<file path="config.mk">
export PLATFORM = sky130hd
export DESIGN_NAME = rtc_timekeeper
export DESIGN_NICKNAME = d
export VERILOG_FILES = /design/src/rtl/rtc_pkg.sv /design/src/rtl/rtc_bcd_mod_counter.sv /design/src/rtl/rtc_timekeeper.sv
export SDC_FILE = /design/constraint.sdc
export NUM_CORES = 1
export LEC_CHECK = 0
export ABC_CLOCK_PERIOD_IN_PS = 7000
export CAP_MARGIN = 25
export CORE_MARGIN = 2
export CORE_UTILIZATION = 35
export DETAILED_ROUTE_END_ITERATION = 7
export REMOVE_ABC_BUFFERS = 1
export SYNTH_ARGS = -nofsm -noshare
export SYNTH_HDL_FRONTEND = slang
export SYNTH_SLANG_ARGS = --single-unit
</file>
<file path="constraint.sdc">
create_clock -name clk -period 7 [get_ports clk]
set_input_delay 1.05 -clock clk [delete_from_list [all_inputs] [get_ports clk]]
set_output_delay 1.05 -clock clk [all_outputs]
set_load 0.02 [all_outputs]
</file>
<file path="src/rtl/rtc_pkg.sv">
// Shared types, limits and helpers for the real-time-clock core.
// Contents: BCD digit/byte typedefs, per-field maximum values, the set
// handshake state encoding, a BCD range check and the 24 h -> 12 h
// display conversion.
package rtc_pkg;

  typedef logic [3:0] bcd_digit_t;
  typedef logic [7:0] bcd_byte_t;

  localparam bcd_byte_t MAX_SEC  = 8'h59;
  localparam bcd_byte_t MAX_MIN  = 8'h59;
  localparam bcd_byte_t MAX_HOUR = 8'h23;

  typedef enum logic {
    ST_IDLE   = 1'b0,
    ST_LOADED = 1'b1
  } set_state_e;

  // True when both digits are decimal and the value does not exceed max_v.
  // With two decimal digits the packed byte orders like the decimal value,
  // so a plain unsigned compare is enough for the range test.
  function automatic logic bcd_valid(input bcd_byte_t v, input bcd_byte_t max_v);
    return (v[7:4] <= 4'd9) && (v[3:0] <= 4'd9) && (v <= max_v);
  endfunction

  // 00 -> 12, 01..12 unchanged, 13..23 -> 01..11, done directly in BCD.
  // 13..19 and 22..23 drop 0x12 without a digit borrow; 20..21 need 0x18
  // because the ones digit borrows across the tens boundary.
  function automatic bcd_byte_t hour_24_to_12(input bcd_byte_t h);
    bcd_byte_t r;
    r = h;
    if (h == 8'h00) begin
      r = 8'h12;
    end else if (h >= 8'h13) begin
      if (h == 8'h20 || h == 8'h21) begin
        r = h - 8'h18;
      end else begin
        r = h - 8'h12;
      end
    end
    return r;
  endfunction

endpackage

</file>
<file path="src/rtl/rtc_bcd_mod_counter.sv">
// Two-digit BCD modulo counter used for seconds, minutes and hours.
// Ports:
//   clk, rst      clock and synchronous active-high reset (clears to 00)
//   inc           advance by one (wraps MAX_VAL -> 00)
//   load          parallel load of load_val; has priority over inc
//   load_val      BCD value to load
//   val           registered count
//   nxt           value the count takes on the next edge
//   carry         high when inc wraps the count this cycle
module bcd_mod_counter
  import rtc_pkg::*;
#(
  parameter logic [7:0] MAX_VAL = 8'h59
) (
  input  logic       clk,
  input  logic       rst,
  input  logic       inc,
  input  logic       load,
  input  logic [7:0] load_val,
  output logic [7:0] val,
  output logic [7:0] nxt,
  output logic       carry
);

  bcd_byte_t val_q;
  bcd_byte_t val_d;

  always_comb begin
    val_d = val_q;
    carry = 1'b0;
    if (load) begin
      val_d = load_val;
    end else if (inc) begin
      if (val_q == MAX_VAL) begin
        val_d = 8'h00;
        carry = 1'b1;
      end else if (val_q[3:0] == 4'd9) begin
        val_d = {val_q[7:4] + 4'd1, 4'd0};
      end else begin
        val_d = {val_q[7:4], val_q[3:0] + 4'd1};
      end
    end
  end

  always_ff @(posedge clk) begin
    if (rst) begin
      val_q <= 8'h00;
    end else begin
      val_q <= val_d;
    end
  end

  assign val = val_q;
  assign nxt = val_d;

endmodule

</file>
<file path="src/rtl/rtc_timekeeper.sv">
// Real-time-clock core: divides the input clock to a 1 Hz tick and keeps
// BCD hh:mm:ss, with a validated time-load handshake, 12/24 h display and a
// latched alarm.
// Ports:
//   clk, rst                      clock, synchronous active-high reset
//   run                           1 = time advances, 0 = prescaler and time hold
//   mode_12h                      display hour in 12 h format
//   set_valid/set_ready           time-load handshake
//   set_hour/set_min/set_sec      BCD time to load (24 h)
//   set_err                       one-cycle pulse on a rejected load
//   alarm_en/alarm_hour/alarm_min alarm compare controls (24 h BCD)
//   alarm_ack                     clears alarm_ring
//   alarm_ring                    latched alarm flag
//   tick_1hz                      one-cycle pulse coincident with each new second
//   hour_bcd/min_bcd/sec_bcd      displayed time
//   pm                            internal hour >= 12
module rtc_timekeeper
  import rtc_pkg::*;
#(
  parameter int CLK_HZ   = 32768,
  parameter int TICK_DIV = CLK_HZ,
  parameter int PRE_W    = $clog2(TICK_DIV)
) (
  input  logic       clk,
  input  logic       rst,
  input  logic       run,
  input  logic       mode_12h,
  input  logic       set_valid,
  output logic       set_ready,
  input  logic [7:0] set_hour,
  input  logic [7:0] set_min,
  input  logic [7:0] set_sec,
  output logic       set_err,
  input  logic       alarm_en,
  input  logic [7:0] alarm_hour,
  input  logic [7:0] alarm_min,
  input  logic       alarm_ack,
  output logic       alarm_ring,
  output logic       tick_1hz,
  output logic [7:0] hour_bcd,
  output logic [7:0] min_bcd,
  output logic [7:0] sec_bcd,
  output logic       pm
);

  localparam logic [PRE_W-1:0] PRE_LAST = PRE_W'(TICK_DIV - 1);

  set_state_e       state_q, state_d;
  logic [PRE_W-1:0] pre_q, pre_d;
  logic             tick_q, tick_d;
  logic             err_q, err_d;
  logic             ring_q, ring_d;

  logic      accept, set_ok, do_load, terminal, tick_now, fire, alarm_match;
  logic      sec_carry, min_carry, unused_day_wrap;
  bcd_byte_t sec_val, min_val, hour_val;
  bcd_byte_t sec_nxt, min_nxt, hour_nxt;

  assign set_ready = (state_q == ST_IDLE);
  assign accept    = set_valid && set_ready;
  assign set_ok    = bcd_valid(set_hour, MAX_HOUR) && bcd_valid(set_min, MAX_MIN) &&
                     bcd_valid(set_sec, MAX_SEC);
  assign do_load   = accept && set_ok;
  assign terminal  = run && (pre_q == PRE_LAST);
  // A valid load takes the edge; a coincident tick is dropped.
  assign tick_now  = terminal && !do_load;

  always_comb begin
    state_d = (accept) ? ST_LOADED : ST_IDLE;
    err_d   = accept && !set_ok;
    tick_d  = tick_now;
    pre_d   = pre_q;
    if (do_load) begin
      pre_d = '0;
    end else if (run) begin
      pre_d = terminal ? '0 : pre_q + 1'b1;
    end
  end

  bcd_mod_counter #(.MAX_VAL(MAX_SEC)) u_sec (
    .clk(clk), .rst(rst), .inc(tick_now), .load(do_load), .load_val(set_sec),
    .val(sec_val), .nxt(sec_nxt), .carry(sec_carry)
  );

  bcd_mod_counter #(.MAX_VAL(MAX_MIN)) u_min (
    .clk(clk), .rst(rst), .inc(sec_carry), .load(do_load), .load_val(set_min),
    .val(min_val), .nxt(min_nxt), .carry(min_carry)
  );

  bcd_mod_counter #(.MAX_VAL(MAX_HOUR)) u_hour (
    .clk(clk), .rst(rst), .inc(min_carry), .load(do_load), .load_val(set_hour),
    .val(hour_val), .nxt(hour_nxt), .carry(unused_day_wrap)
  );

  // The alarm compares against the time the counters are about to take, so
  // the ring latches on the same edge as the matching time appears.
  assign alarm_match = bcd_valid(alarm_hour, MAX_HOUR) && bcd_valid(alarm_min, MAX_MIN) &&
                       (hour_nxt == alarm_hour) && (min_nxt == alarm_min) &&
                       (sec_nxt == 8'h00);
  assign fire = alarm_en && (tick_now || do_load) && alarm_match;

  always_comb begin
    ring_d = ring_q;
    if (fire) begin
      ring_d = 1'b1;
    end else if (alarm_ack) begin
      ring_d = 1'b0;
    end
  end

  always_ff @(posedge clk) begin
    if (rst) begin
      state_q <= ST_IDLE;
      pre_q   <= '0;
      tick_q  <= 1'b0;
      err_q   <= 1'b0;
      ring_q  <= 1'b0;
    end else begin
      state_q <= state_d;
      pre_q   <= pre_d;
      tick_q  <= tick_d;
      err_q   <= err_d;
      ring_q  <= ring_d;
    end
  end

  assign tick_1hz   = tick_q;
  assign set_err    = err_q;
  assign alarm_ring = ring_q;
  assign sec_bcd    = sec_val;
  assign min_bcd    = min_val;
  assign hour_bcd   = mode_12h ? hour_24_to_12(hour_val) : hour_val;
  assign pm         = (hour_val >= 8'h12);

endmodule

</file>
==> results of run 1 <==
[placed cells by master, fill, tap and decap left out, drive strengths merged, types with 3 or more instances in the layout]
master	count
inv	19
nor2b	8
and3b	4
ha	17
nor2	55
o31ai	6
nor3	16
nand4	12
mux2i	5
xor2	20
or3	5
buf	5
nand2b	8
nand2	32
nand3	16
or4	6
a2111oi	3
a211oi	5
a31oi	7
xnor2	10
clkdlybuf4s50	75
o41ai	3
clkbuf	5
nor4	7
dfxtp	43
a21oi	27
and3	7
and2	5
o21ai	27
o22ai	3
[kinds of logic after synthesis]
logic type | count (synthesis)
and+or+nand+nor | 190
AOI/OAI and AO/OA | 97
DFF | 43
buffers and inverters | 37
xor gates and xnor gates | 30
adders and majority gates | 17
muxes | 5
[registers in the layout, summed over array words and instances (netlist names)]
signal	cells
alarm_ring	1
pre_q	15
set_err	1
state_q	1
tick_1hz	1
u_hour.val	8
u_min.val	8
u_sec.val	8
[power groups by stage]
stage	logic (W)	clock network [W]	registers (W)
detailed placement	0.0000795	0	0.000257
finish	0.0000791	0.000176	0.000252
CTS	0.0000798	0.000182	0.000252
global route	0.0000860	0.000192	0.000253
floorplan	0.0000290	0	0.000257
global placement	0.0000787	0	0.000257
[area by class of cell]
cell class,instances,area [um^2],share of cell area [%]
Clock buffer,5,68.82,1.690
Tap cell,108,135.1,3.318
Clock inverter,3,26.28,0.6452
Timing Repair Buffer,80,788.3,19.35
Sequential cell,43,860.8,21.14
Inverter,16,60.06,1.475
Multi-Input combinational cell,339,2133,52.38
[critical path, delay by kind of cell]
family	cells	cell delay, ps
AND/OR/NAND/NOR	6	2240
buffers and inverters	1	600
AO/OA/AOI/OAI	2	360
XOR/XNOR	1	90
[per-stage QoR]
step	instances	hold WS [ps]	util (%)	worst slack [ps]	total power, W
finish	594	491.1	46.70	2905	0.0005067
global placement	586	472.2	45.61	2644	0.0003358
detailed placement	586	475.8	45.61	2590	0.0003368
CTS	594	492.4	46.70	2898	0.0005138
global route	594	554.1	46.70	2615	0.0005309
floorplan	398	458.8	-	3335	0.0002864
[metal layers]
metal	part of all wire [%]	wire [um]	vias to the layer above	global-route usage, %
li1	-	-	1642	-
met1	47	4303	1534	27.32
met2	47	4300	99	31.87
met3	5.7	529	8	2.482
met4	1.1	99	0	3.899
met5	0	0	-	0
[path summary, 6_finish.rpt]
kind / slack, ps / startpoint / end / cells past startpoint
worst max-delay path: 2900 / run / alarm_ring / 10
worst max register to register: 3580 / pre_q[0] / alarm_ring / 10
worst min-delay path: 490 / alarm_ring / alarm_ring / 2
worst min register to register: 490 / alarm_ring / alarm_ring / 2
==> reports/results.tsv, run 1 <==
metric	value	unit
Fillers	883	
cts hold-fix bufs	0	
Antenna Nets Post-Route	0	
Pleak	1.489	nW
CTS H-tree lvls	2	
worst slew pin tran	940.0	ps
clock-pin slew on the worst setup and hold paths	100	ps
Post-Syn Area	0.003137	mm^2
fmax	244.2	MHz
Final setup violation count	0	
Ports	76	
mux cell area share after synthesis	1.596	%
Routed WL per cell	15.54	um
register area share after synthesis	27.44	%
Internal	0.0003640	W
Arrival @ worst endpoint	4340	ps
Design Area, Final	0.004073	mm^2
Pwr per Cell Area	124.4	mW/mm^2
Hold WC Path Type	reg2reg	
Root Buffer	clkbuf_8	
period utilisation layout	58.50	%
DR vias/cell	5.527	
Synth top area share	27.44	%
Final Skew	7.298	ps
Core Area	0.008721	mm^2
Mapped Cells	419	
clock group share of total power	34.7	%
slew margin rel.	36.48	%
Clock Latency Late Sink	300	ps
Yosys warnings	0	
switching power	0.0001427	W
Post-Synth XOR/XNOR Area	8.377	%
total number of vias	3283	
Fin Setup TNS	0	ps
routability cong.	0.8376	
Cell Rows	34	
Placed Area	0.003978	mm^2
die area	0.009736	mm^2
outcome	complete, no violations	
crit start category	input port	
cell mode on critical path	or4_1	
largest family of logic cells by synthesized area	simple AND/OR/NAND/NOR gates	
Synth area leader	dfxtp_1	
worst vdd ir	0.06570	mV
Logic pwr share	15.6	%
largest net degree at the start of global routing	38	
post-synthesis cell type count	55	
Post-DP HPWL	7087	um
Commonest cells post-synth	54 x nor2_1, 43 x dfxtp_1, 32 x nand2_1	
Post-Synth Simple-Gate Area	31.75	%
kind of critical path	in2reg	
Port Buf Inserts	75	
#FFs+latches synth	43	
count leader, synth	nor2_1	
Final Hold Viols	0	
Async SR Flop Fraction	0	%
sequential share of power	49.7	%
maximum buffer depth of the clock tree	2	
Area growth, synth to finish	29.84	%
critical path's slowest cell	or4_1	
first-pass GRT wire length	15630	um
DR iter-0 viols	199	
fin. max-slew vios	0	
Worst path max stage delay	840	ps
Req. time, crit path	7250	ps
CP Cell Sequence	clkdlybuf4s50_1 -> nand4_2 -> or4_1 -> or2_1 -> or4_1 -> a31oi_2 -> xor2_1 -> nor4_1 -> nand4_1 -> o21ai_1	
CP Max Fanout	15	
Synth Area per Inst	7.486	um^2
Max-Cap Viols	0	
unrepaired setup endpoints after global routing	no	
Num CTS Buffers	5	
postcts setup bufs	0	
dominant synthesized flop cell	dfxtp_1	
Synth Area in Adders	6.781	%
post-synthesis compound-gate area fraction	19.35	%
DRC	0	
clock sinks	43	
number of synthesized flops with an enable pin	0	
Die Wd	98.67	um
largest cells by area after synthesis	dfxtp_1 27%, ha_1 6.8%, nor2_1 6.5%, xor2_1 5.6%, a21oi_1 4.3%	
Antenna Cells	0	
vias in the first global route	3151	
Crit. End Element	register	
total global-route track usage	19.35	%
min Tclk post-route	4095	ps
drt first pass iters	5	
Die H	98.67	um
layout cells sized above 1	4.115	%
CTS tree	yes	
PostCTS Resize Cnt	0	
total gr overflow	0	
Post-layout nets	549	
initial antenna violation count	0	
initial core utilization	35.97	%
switching share of power	28.16	%
Post-Route WL	9233	um
Note: power is estimated with default switching activity, not from simulation.
==> inputs of run 2 (changes only) <==
--- a/config.mk
+++ b/config.mk
@@ -5,7 +5,7 @@
 export SDC_FILE = /design/constraint.sdc
 export NUM_CORES = 1
 export LEC_CHECK = 0
-export ABC_CLOCK_PERIOD_IN_PS = 7000
+export ABC_CLOCK_PERIOD_IN_PS = 4000
 export CAP_MARGIN = 25
 export CORE_MARGIN = 2
 export CORE_UTILIZATION = 35
==> constraint.sdc (replaced) <==
create_clock -name clk -period 4 [get_ports clk]
set_input_delay 0.6 -clock clk [delete_from_list [all_inputs] [get_ports clk]]
set_output_delay 0.6 -clock clk [all_outputs]
set_load 0.02 [all_outputs]
==> run 2 against run 1 <==
Net effect: sequential share of layout area down 0.52 points; first-iteration DRC count down 24%; largest power group unchanged; clock power up 130%; critical path depth down 1; sequential power up 75%; combinational power up 76%.
==> reports/results.tsv, run 2 (same netlist as run 1, synthesis figures left out) <==
metric	value	unit	change
Worst path max stage delay	530	ps	-310 ps
clock group share of total power	41.3	%	+6.6 points
R2R Path Start	pre_q[0]		
Root Buffer	clkbuf_8		
Pleak	1.545	nW	+3.8%
PostCTS Resize Cnt	0		unchanged
Final setup violation count	0		unchanged
first-pass GRT wire length	15480	um	-0.93%
Die Wd	98.67	um	unchanged
Fillers	888		+0.57%
Internal	0.0007568	W	+110%
Antenna Nets Post-Route	0		unchanged
layout cells sized above 1	5.657	%	+1.5 points
Final Skew	8.747	ps	+1.448 ps
Storage cell area	860.8	um^2	unchanged
Num CTS Buffers	5		unchanged
worst vdd ir	0.1119	mV	+70%
Post-Route WL	9326	um	+1.0%
Routed WL per cell	15.47	um	-0.50%
Arrival @ worst endpoint	2990	ps	-1350 ps
commonest non-fill, non-tap cells in the layout	75 x clkdlybuf4s50_1, 54 x nor2_1, 43 x dfxtp_1		
total number of vias	3328		+1.4%
sequential share of power	44.6	%	-5.1 points
routability cong.	0.8099		-3.3%
Port Buf Inserts	75		unchanged
initial antenna violation count	0		unchanged
switching power	0.0002308	W	+62%
cell family with most CP delay	buffers and inverters		
fmax	278.2	MHz	
commonest non-fill, non-tap cell in the layout	clkdlybuf4s50_1		
Core Area	0.008721	mm^2	unchanged
slew margin rel.	53.15	%	+17 points
Post-layout nets	558		+1.6%
worst slew pin tran	699.0	ps	-241.0 ps
Pwr per Cell Area	236.5	mW/mm^2	+90%
outcome	complete, no violations		
clock sinks	43		unchanged
initial core utilization	35.97	%	unchanged
Cell Rows	34		unchanged
DR vias/cell	5.519		-0.14%
Max-Cap Viols	0		unchanged
Ports	76		unchanged
period utilisation layout	89.86	%	
hold slack	489.0	ps	-2.047 ps
min Tclk post-route	3594	ps	
CTS tree	yes		
Req. time, crit path	3400	ps	-3850 ps
Post-DP HPWL	7366	um	+3.9%
flop2flop setup slack	790	ps	-2790 ps
DRC	0		unchanged
area of the multi-input gates	0.002133	mm^2	unchanged
drt first pass iters	4		-1
Final Hold Viols	0		unchanged
Clock Latency Late Sink	300	ps	about the same
vias in the first global route	3151		unchanged
switching share of power	23.37	%	-4.8 points
clock-pin slew on the worst setup and hold paths	90	ps	about the same
Bufs and invs on worst path	3		+2
die area	0.009736	mm^2	unchanged
reg2reg end	alarm_ring		
CP Max Fanout	10		-5
kind of critical path	reg2out		
cts hold-fix bufs	0		unchanged
unrepaired setup endpoints after global routing	no		
Fin Setup TNS	0	ps	unchanged
DR iter-0 viols	152		-24%
critical path's slowest cell	dfxtp_1		
number of flip-flops in the largest register	15		unchanged
hold depth	2		unchanged
postcts setup bufs	0		unchanged
total global-route track usage	19.35	%	about the same
Die H	98.67	um	unchanged
cells on worst reg2reg path	10		unchanged
CP Cell Sequence	inv_1 -> ha_1 -> a2111oi_0 -> buf_4 -> nand2b_1 -> nand2b_1 -> o21ai_0 -> a22o_1 -> clkdlybuf4s50_1		
total gr overflow	0		unchanged
Endpoint, Worst Hold	alarm_ring		
Largest Register	pre_q		
crit start category	register		
fin. max-slew vios	0		unchanged
Crit. End Element	output port		
hold wc startpoint	alarm_ring		
maximum buffer depth of the clock tree	2		unchanged
largest net degree at the start of global routing	28		-26%
Area growth, synth to finish	33.11	%	
CTS H-tree lvls	2		unchanged
Logic pwr share	14.1	%	-1.5 points
cell mode on critical path	nand2b_1		
Antenna Cells	0		unchanged
Hold WC Path Type	reg2reg		
==> run 2: cell count changes in the layout (fill, tap and decap cells not counted) <==
cell       delta
clkbuf_2      +1
buf_4         +8
clkbuf_1      +1
inv_6         -3
bufinv_16     +2
==> run 2: worst max path at each step <==
stage	slack (ps)	startpoint	cells past startpoint	end
6_report	410	u_hour.val[5]	9	hour_bcd[7]
5_1_grt	210	u_hour.val[5]	9	hour_bcd[7]
4_1_cts	380	u_hour.val[5]	9	hour_bcd[7]
3_5_place_dp	270	run	10	alarm_ring
3_3_place_gp	300	run	10	alarm_ring
2_1_floorplan	790	set_hour[7]	9	alarm_ring
==> run 2: power by group through the flow <==
stage	sequential (W)	clock, W	combinational (W)
CTS	0.000441	0.000419	0.000140
detailed placement	0.000451	0	0.000139
finish	0.000441	0.000408	0.000139
global placement	0.000450	0	0.000138
floorplan	0.000450	0	0.0000508
global route	0.000442	0.000435	0.000151
==> run 2: metal layers <==
layer  wire length, um  share of wire (%)  track usage (%)  vias up
li1                  -                  -                -     1665
met1              4360                 47            26.61     1551
met2              4367                 47            31.71       99
met3               469                5.0            3.191       13
met4               128                1.4            4.847        0
met5                 0                  0                0        -
==> run 2: area by class of cell <==
class | count | area share (%)
Multi-Input combinational cell | 339 | 51.09
Sequential cell | 43 | 20.62
Timing Repair Buffer | 89 | 20.44
Tap cell | 108 | 3.236
Clock buffer | 6 | 1.738
Clock inverter | 2 | 1.438
Inverter | 16 | 1.438
==> run 2: tightest hold or removal path: cells and delay by family, from the launching register on <==
family / cells / cell delay (ps)
flops: 1 / 330
simple gates: 1 / 70
compound gates: 1 / 60
==> run 2: through the flow <==
step / utilization [%] / worst slack (ps) / cells / instance area [um^2] / power (W)
2_1_floorplan: - / 785.1 / 398 / 3049 / 0.0005012
4_1_cts: 47.82 / 377.5 / 602 / 4170 / 0.0009995
3_5_place_dp: 46.30 / 267.1 / 594 / 4038 / 0.0005893
5_1_grt: 47.88 / 207.2 / 603 / 4175 / 0.001028
3_3_place_gp: 46.30 / 298.7 / 594 / 4038 / 0.0005880
6_report: 47.88 / 405.8 / 603 / 4175 / 0.0009876
==> inputs of run 3 (changes only) <==
--- a/config.mk
+++ b/config.mk
@@ -10,6 +10,8 @@
 export CORE_MARGIN = 2
 export CORE_UTILIZATION = 35
 export DETAILED_ROUTE_END_ITERATION = 7
+export GPL_TIMING_DRIVEN = 0
+export MAX_ROUTING_LAYER = met4
 export REMOVE_ABC_BUFFERS = 1
 export SYNTH_ARGS = -nofsm -noshare
 export SYNTH_HDL_FRONTEND = slang
==> run 3 against run 2 <==
Net effect: critical path depth stayed put; first-iteration DRC count is 3.3% higher; sequential share of layout area is 0.31 points higher; critical endpoint unchanged; count of clock-buffer cells in the layout is 1 lower.
==> reports/results.tsv, run 3 (same netlist as run 1, synthesis figures left out) <==
metric	value	unit	change
initial antenna violation count	0		unchanged
Core Area	0.008721	mm^2	unchanged
Final Util	47.17	%	-0.70 points
period utilisation layout	93.39	%	+3.5 points
Post-Route WL	9076	um	-2.7%
cells on worst reg2reg path	10		unchanged
Fin Setup TNS	0	ps	unchanged
Post-layout nets	548		-1.8%
area of the multi-input gates	0.002147	mm^2	+0.65%
worst slew pin tran	939.1	ps	+240.1 ps
kind of critical path	reg2out		
clock-pin slew on the worst setup and hold paths	90	ps	about the same
commonest non-fill, non-tap cell in the layout	clkdlybuf4s50_1		
initial core utilization	35.97	%	unchanged
total global-route track usage	18.96	%	-0.39 points
die area	0.009736	mm^2	unchanged
Cell Rows	34		unchanged
CTS tree	yes		
DRC	0		unchanged
Root Buffer	clkbuf_8		
fin. max-slew vios	0		unchanged
Antenna Nets Post-Route	0		unchanged
largest net degree at the start of global routing	31		+11%
clock sinks	43		unchanged
Ports	76		unchanged
Pwr per Cell Area	213.1	mW/mm^2	-9.9%
Die Wd	98.67	um	unchanged
CTS H-tree lvls	2		unchanged
total number of vias	3247		-2.4%
Num CTS Buffers	5		unchanged
min Tclk post-route	3736	ps	+141.3 ps
Storage cell area	860.8	um^2	unchanged
number of flip-flops in the largest register	15		unchanged
DR iter-0 viols	157		+3.3%
Final setup violation count	0		unchanged
reg2reg end	alarm_ring		
Arrival @ worst endpoint	3140	ps	+150 ps
Crit. End Element	output port		
Port Buf Inserts	75		unchanged
Req. time, crit path	3400	ps	about the same
fmax	267.7	MHz	-3.8%
Area growth, synth to finish	31.15	%	
CP Max Fanout	10		unchanged
total gr overflow	0		unchanged
hold wc startpoint	alarm_ring		
Post-DP HPWL	7086	um	-3.8%
layout cells sized above 1	3.918	%	-1.7 points
flop2flop setup slack	620	ps	-170 ps
commonest non-fill, non-tap cells in the layout	75 x clkdlybuf4s50_1, 54 x nor2_1, 43 x dfxtp_1		
Fillers	860		-3.2%
Power, Total	0.0008766	W	-11%
vias in the first global route	2901		-7.9%
Placed Area	0.003983	mm^2	-1.4%
routability cong.	0.8271		+2.1%
maximum buffer depth of the clock tree	2		unchanged
Hold WC Path Type	reg2reg		
hold depth	2		unchanged
Endpoint, Worst Hold	alarm_ring		
slew margin rel.	36.54	%	-17 points
Design Area, Final	0.004114	mm^2	-1.5%
Final Skew	11.61	ps	+2.867 ps
worst vdd ir	0.1073	mV	-4.1%
DR vias/cell	5.476		-0.79%
Antenna Cells	0		unchanged
crit start category	register		
drt first pass iters	4		unchanged
Largest Register	pre_q		
Final Hold Viols	0		unchanged
Clock Latency Late Sink	310	ps	about the same
placed cells	584		-1.7%
Max-Cap Viols	0		unchanged
non-filler cells, final	593		-1.7%
first-pass GRT wire length	14700	um	-5.0%
Pleak	1.508	nW	-2.4%
outcome	complete, no violations		
Routed WL per cell	15.31	um	-1.0%
Die H	98.67	um	unchanged
R2R Path Start	pre_q[0]		
==> run 3: worst max-delay path: stages (launching register included) <==
cell	delay (ps)
dfxtp_1	530
inv_1	110
ha_1	210
a2111oi_1	450
buf_1	240
nand2b_1	220
nand2b_1	220
o21ai_0	120
a22o_1	190
clkdlybuf4s50_1	530
==> run 3: stage by stage <==
| stage | setup WS (ps) | hold WS (ps) |
|---|---|---|
| 3_3_place_gp | -983.9 | 454.4 |
| 5_1_grt | -12.65 | 498.6 |
| 2_1_floorplan | 785.1 | 458.8 |
| 4_1_cts | 134.9 | 469.0 |
| 6_report | 264.5 | 476.7 |
| 3_5_place_dp | -81.79 | 455.6 |
==> run 3: layout make-up <==
type | instances | share of cell area, %
Inverter | 16 | 1.460
Clock buffer | 5 | 1.673
Tap cell | 108 | 3.285
Clock inverter | 3 | 0.5779
Multi-Input combinational cell | 339 | 52.19
Timing Repair Buffer | 79 | 19.89
Sequential cell | 43 | 20.92
==> run 3: worst max path at each step <==
stage	start	to	slack, ps	cells after the start
after floorplan	set_hour[7]	alarm_ring	790	9
after global placement	set_sec[1]	alarm_ring	-980	10
after detailed placement	run	alarm_ring	-80	10
after CTS	u_hour.val[5]	hour_bcd[7]	130	9
after global routing	u_hour.val[5]	hour_bcd[6]	-10	10
final	u_hour.val[5]	hour_bcd[7]	260	9
==> run 3: timing repair <==
action,in CTS,in global routing
hold buffers,0,0
gates resized for setup,0,3
setup buffers,0,0
hold endpoints to repair,0,0
setup endpoints to repair,0,4
==> run 3: report_power, final <==
part / leakage [nW] / internal (W) / switching, W
logic: 1.12 / 0.0000758 / 0.0000641
registers: 0.347 / 0.000433 / 0.00000736
clock network: 0.0408 / 0.000125 / 0.000171
total: 1.51 / 0.000634 / 0.000243
==> run 3: per-layer routing <==
layer  track usage [%]  up-vias  wire [um]
met2             29.72       79       4216
li1                  -     1640          -
met5                 -        -          0
met3             2.411        6        345
met1             26.32     1522       4424
met4             4.110        0         90
